==> src/rtl/dac_update_arbiter.sv <==
// Two-requester round-robin front end for the shared RGB DAC writer.
// Sequences power guard, clear pulses, periodic refresh and handshake timeout.
`timescale 1ns/1ps
module dac_update_arbiter #(
    parameter int REFRESH_CYCLES = 100000,
    parameter int GUARD_CYCLES   = 4,
    parameter int BUSY_TIMEOUT   = 64
) (
    input  logic        clk,
    input  logic        resetn,
    input  logic        pwr_en,
    input  logic        clear_req,
    input  logic        req_a,
    input  logic        req_b,
    input  logic [31:0] ch_a,
    input  logic [31:0] ch_b,
    input  logic [1:0]  nch_a,
    input  logic [1:0]  nch_b,
    output logic        ack_a,
    output logic        ack_b,
    input  logic        dac_ready,
    output logic        dac_start,
    output logic        dac_pwr,
    output logic        dac_clear,
    output logic [7:0]  dac_ch0,
    output logic [7:0]  dac_ch1,
    output logic [7:0]  dac_ch2,
    output logic [7:0]  dac_ch3,
    output logic [1:0]  dac_nch,
    output logic        busy,
    output logic        err
);
    localparam int GW = $clog2(GUARD_CYCLES + 2);
    localparam int RW = $clog2(REFRESH_CYCLES + 2);
    localparam int TW = $clog2(BUSY_TIMEOUT + 1);
    localparam logic [GW-1:0] GLOAD = GW'(GUARD_CYCLES);
    localparam logic [RW-1:0] RLOAD = RW'(REFRESH_CYCLES);
    localparam logic [TW-1:0] TLAST = TW'(BUSY_TIMEOUT - 1);

    typedef enum logic [2:0] {IDLE, START, WAIT_BUSY, WAIT_DONE, GUARD} state_t;

    typedef struct packed {
        logic [31:0] ch;
        logic [1:0]  nch;
    } chset_t;

    state_t        state;
    logic [GW-1:0] gcnt;
    logic [TW-1:0] tcnt;
    logic [RW-1:0] rcnt;
    logic          clr_pend;
    logic          last_b;
    logic          gnt_a;
    logic          gnt_b;
    logic          set_vld;

    logic   pwr_edge;
    logic   clr_now;
    logic   pick_b;
    logic   refresh_due;
    chset_t sel;

    assign pwr_edge    = pwr_en ^ dac_pwr;
    // A clear arriving on the same cycle as a request must still win.
    assign clr_now     = clr_pend | (clear_req & dac_pwr);
    assign pick_b      = req_b & (~req_a | ~last_b);
    assign refresh_due = (REFRESH_CYCLES != 0) && (rcnt == RLOAD) && set_vld;
    assign sel         = pick_b ? {ch_b, nch_b} : {ch_a, nch_a};

    always_ff @(posedge clk or negedge resetn) begin
        if (!resetn) begin
            state     <= GUARD;
            gcnt      <= GLOAD;
            tcnt      <= '0;
            rcnt      <= '0;
            clr_pend  <= 1'b0;
            last_b    <= 1'b0;
            gnt_a     <= 1'b0;
            gnt_b     <= 1'b0;
            set_vld   <= 1'b0;
            ack_a     <= 1'b0;
            ack_b     <= 1'b0;
            dac_start <= 1'b0;
            dac_pwr   <= 1'b0;
            dac_clear <= 1'b0;
            dac_ch0   <= '0;
            dac_ch1   <= '0;
            dac_ch2   <= '0;
            dac_ch3   <= '0;
            dac_nch   <= '0;
            busy      <= 1'b0;
            err       <= 1'b0;
        end else begin
            dac_pwr   <= pwr_en;
            dac_start <= 1'b0;
            dac_clear <= 1'b0;
            ack_a     <= 1'b0;
            ack_b     <= 1'b0;
            if (clear_req && dac_pwr)
                clr_pend <= 1'b1;

            if (pwr_edge) begin
                state <= GUARD;
                gcnt  <= GLOAD;
                rcnt  <= '0;
                busy  <= 1'b1;
            end else begin
                case (state)
                    GUARD: begin
                        if (gcnt == '0) begin
                            state <= IDLE;
                            busy  <= 1'b0;
                        end else begin
                            gcnt <= gcnt - 1'b1;
                        end
                    end
                    IDLE: begin
                        if (dac_pwr && rcnt != RLOAD)
                            rcnt <= rcnt + 1'b1;
                        if (dac_pwr && dac_ready) begin
                            if (clr_now) begin
                                dac_clear <= 1'b1;
                                clr_pend  <= 1'b0;
                                state     <= GUARD;
                                gcnt      <= GLOAD;
                                busy      <= 1'b1;
                            end else if (req_a || req_b) begin
                                {dac_ch3, dac_ch2, dac_ch1, dac_ch0} <= sel.ch;
                                dac_nch   <= sel.nch;
                                gnt_a     <= ~pick_b;
                                gnt_b     <= pick_b;
                                last_b    <= pick_b;
                                dac_start <= 1'b1;
                                state     <= START;
                                busy      <= 1'b1;
                            end else if (refresh_due) begin
                                // Refresh replays the latched set and owes nobody an ack.
                                gnt_a     <= 1'b0;
                                gnt_b     <= 1'b0;
                                dac_start <= 1'b1;
                                state     <= START;
                                busy      <= 1'b1;
                            end
                        end
                    end
                    START: begin
                        tcnt  <= '0;
                        state <= WAIT_BUSY;
                    end
                    WAIT_BUSY: begin
                        if (tcnt == TLAST) begin
                            err   <= 1'b1;
                            state <= GUARD;
                            gcnt  <= GLOAD;
                        end else begin
                            tcnt <= tcnt + 1'b1;
                            if (!dac_ready)
                                state <= WAIT_DONE;
                        end
                    end
                    WAIT_DONE: begin
                        if (dac_ready) begin
                            ack_a   <= gnt_a;
                            ack_b   <= gnt_b;
                            set_vld <= 1'b1;
                            rcnt    <= '0;
                            state   <= IDLE;
                            busy    <= 1'b0;
                        end else if (tcnt == TLAST) begin
                            err   <= 1'b1;
                            state <= GUARD;
                            gcnt  <= GLOAD;
                        end else begin
                            tcnt <= tcnt + 1'b1;
                        end
                    end
                    default: begin
                        state <= GUARD;
                        gcnt  <= GLOAD;
                        busy  <= 1'b1;
                    end
                endcase
            end
        end
    end
endmodule
==> config.mk <==
export PLATFORM = sky130hd
export DESIGN_NAME = dac_update_arbiter
export DESIGN_NICKNAME = d
export VERILOG_FILES = /design/src/rtl/dac_update_arbiter.sv
export SDC_FILE = /design/constraint.sdc
export NUM_CORES = 1
export LEC_CHECK = 0
export ABC_AREA = 1
export ABC_CLOCK_PERIOD_IN_PS = 1700
export BUFFER_PORTS_ARGS = -buffer_cell sky130_fd_sc_hd__buf_4
export CAP_MARGIN = 20
export CELL_PAD_IN_SITES_DETAIL_PLACEMENT = 2
export CELL_PAD_IN_SITES_GLOBAL_PLACEMENT = 2
export CORE_MARGIN = 2
export CORE_UTILIZATION = 27
export CTS_CLUSTER_DIAMETER = 80
export CTS_CLUSTER_SIZE = 30
export DETAILED_ROUTE_END_ITERATION = 16
export PLACE_DENSITY_LB_ADDON = 0.1
export SYNTH_ARGS = -nofsm -noshare
export SYNTH_HDL_FRONTEND = slang
export SYNTH_SLANG_ARGS = --single-unit
export TNS_END_PERCENT = 30
==> constraint.sdc <==
create_clock -name clk -period 1.7 [get_ports clk]
set_clock_uncertainty 0.15 [all_clocks]
set_input_delay 0.51 -clock clk [delete_from_list [all_inputs] [get_ports clk]]
set_output_delay 0.51 -clock clk [all_outputs]
set_load 0.005 [all_outputs]
==> metrics <==
top cells by area, synth=dfrtp_1 44%, nand2_1 12%, o21a_1 6.1%, o21ai_0 5.5%, or2_2 5.3%; maximum clock rate=565 MHz; Die Ht=129 um; HP Class=in -> reg; area leader, netlist=dfrtp_1; largest net degree at the start of global routing=36; unrepaired setup endpoints after global routing=yes; die width=129 um; Warnings, synthesis=0; CTS sink cnt=76; syn_nets=618; Post-Synthesis Cells=538; number of synthesized flops with an enable pin=0; post-route cell area=6640 um^2; DP HPWL=11300 um; Layout Nets=814; Max clock buf depth=2; sequential area share after synthesis=45.2%; Crit-path slowest cell=dfrtp_1; Synth cell types=32; Final WS setup=-0.0704 ns; DR WL/cell=17.5 um; vias=4404; Num CTS Buffers=9; worst IR drop on VDD=0.507 mV; RePlAce Congestion=0.802; layout cell share with drive strength beyond 1=45.1%; clock period minus worst slack=1.77 ns; via density per instance=4.75; CP Launch Type=flip-flop; Slew @ Worst Pin=0.319 ns; commonest cells in the netlist=138 x nand2_1, 74 x dfrtp_1, 48 x nor2_1; pre-CTS setup slack=-0.265 ns; port buffer count=115; CP Cell Sequence=inv_2, ha_2, nand4_1, nor2_2, nand2_2, nand2_4, nand2_8, buf_6, a21oi_2, nor2_1; # diodes=0; synthesized area=4210 um^2; Hold Fails Final Rpt=0; mux contribution to synthesized area=0%; setup TNS=-1.41 ns; GRT overflow=0; average cell area after synthesis=7.83 um^2; # H-tree levels=3; XOR/XNOR share of the synthesized area=1.04%; WS Path Type=reg -> reg; asr flop ratio synth=100%; Final setup viols=52; vias in the first global route=4933; crit-path max FO=6; max-slew violation count=0; Seq cells post-synth=76; Initial Util=27.7%; slowest stage delay, CP=0.39 ns; antenna-violating nets left=0; Slew Limit Headroom=78.6%; reg2reg setup slack=-0.07 ns; Synth-to-Final Area Change=57.6%; violated checks=setup timing; CTS Root Buffer Type=clkbuf_16; total of max-cap violations=0; Synth top area share=44.0%; post-synthesis compound-gate area fraction=14.9%; CP arrival=1.85 ns; initial antenna violation count=0; cell row count=45; TritonCTS clock tree=built; critical path endpoint category=flip-flop; status=complete, but fails checks; first-pass GRT wire length=25000 um; Synth Area in Adders=1.49%; Tot GR Track Use=19.5%; area of the core=15200 um^2; I/O pin count=116; initial DRC count=122; Post-Route WL=16200 um; largest family of logic cells by synthesized area=simple AND/OR/NAND/NOR gates; clk_lat worst skew=0.35 ns; top-count cell post-synth=nand2_1; drt pass-1 iters=4; Post-Synth Simple-Gate Area=29.7%; ys flop type=dfrtp_1; final period utilization=104%; Tot Pwr=5370 uW; final core occ=43.7%; Cell Area, Placed=5810 um^2; Power Density=808 nW/um^2; clk slew on worst S/H paths=0.07 ns; DRC=0; Die ar.=16600 um^2; required time worst endpoint=1.78 ns; Pleak=0.00321 uW
## final timing paths
path | depth (start not counted) | end | start
min in group asynchronous | 2 | rcnt[12] | resetn
max in group asynchronous | 3 | state[2] | resetn
max | 10 | rcnt[8] | rcnt[1]
max reg2reg | 10 | rcnt[8] | rcnt[1]
min | 1 | dac_pwr | pwr_en
min reg2reg | 2 | set_vld | set_vld
## state kept, by name, indices dropped and copies added, names as in the netlist, 2 cells and up
register,flops
rcnt,17
dac_ch1,8
tcnt,7
dac_ch0,8
dac_ch2,8
dac_nch,2
state,3
dac_ch3,8
gcnt,3
## through the flow
| step | cells | hold slack (ns) |
|---|---|---|
| after CTS | 920 | 0.127 |
| after detailed placement | 898 | 0.271 |
| after global routing | 927 | 0.133 |
| final | 927 | 0.142 |
| after global placement | 898 | 0.272 |
| after floorplan | 538 | 0.0644 |
## cell usage in the layout, fill, tap and decap left out, types with 3 or more instances in the layout
| cell type | instances |
|---|---|
| o21a_1 | 34 |
| buf_12 | 5 |
| clkbuf_16 | 11 |
| nor2_1 | 37 |
| nand2_2 | 16 |
| dfrtp_1 | 71 |
| nand3_2 | 8 |
| nand2_1 | 122 |
| o21ai_2 | 7 |
| nor2_4 | 4 |
| a21oi_2 | 4 |
| buf_4 | 185 |
| inv_1 | 39 |
| buf_6 | 7 |
| inv_2 | 9 |
| o21ai_0 | 44 |
| dfrtp_2 | 3 |
| o21ai_1 | 8 |
| a21oi_1 | 5 |
| or2_2 | 36 |
| nand3_1 | 15 |
| xor2_1 | 4 |
| nand2_4 | 5 |
| nand4_1 | 13 |
| bufinv_16 | 3 |
| nor3_1 | 6 |
| nor2_2 | 9 |
## power by group
group	switching, uW	internal, uW
clock	840	1480
sequential	82.4	1940
combinational	503	523
## final cells by class
type | count | area, um^2
sequential | 76 | 1910
timing repair inverter | 1 | 16.3
fill | 1685 | 8560
timing repair buffer | 202 | 1680
multi-input combinational | 393 | 2240
tap | 188 | 235
clock buffer | 10 | 239
inverter | 51 | 211
clock inverter | 6 | 111
## critical path, delay by kind of cell (launching register included)
family | cells | cell delay, ns
simple gates | 6 | 0.63
flops | 1 | 0.39
buf+inv | 2 | 0.21
fa+ha+maj | 1 | 0.16
compound gates | 1 | 0.11
## cells by family (layout without fill, tap and decap cells)
| logic type | after synthesis | in the layout |
|---|---|---|
| fa+ha+maj | 5 | 5 |
| compound gates | 106 | 106 |
| flops | 76 | 76 |
| buf+inv | 69 | 270 |
| simple gates | 277 | 277 |
| xor+xnor | 5 | 5 |
## repair_timing
item                                    4_1_cts  5_1_grt
gates cloned                                  2        3
setup buffers                                 3        4
resized for setup                            30       59
endpoints found under the setup margin       65       69
endpoints found under the hold margin        14        0
pin swaps                                     5       12
hold buffers                                  1        0
## metal layers
metal | share of wire (%) | GRT usage [%] | vias up
li1 | - | - | 2134
met1 | 41 | 22.4 | 2160
met2 | 52 | 34.4 | 95
met3 | 6.3 | 6.07 | 15
met4 | 1.5 | 6.33 | 0
met5 | 0 | 0 | -
Note: power is estimated with default switching activity, not from simulation.
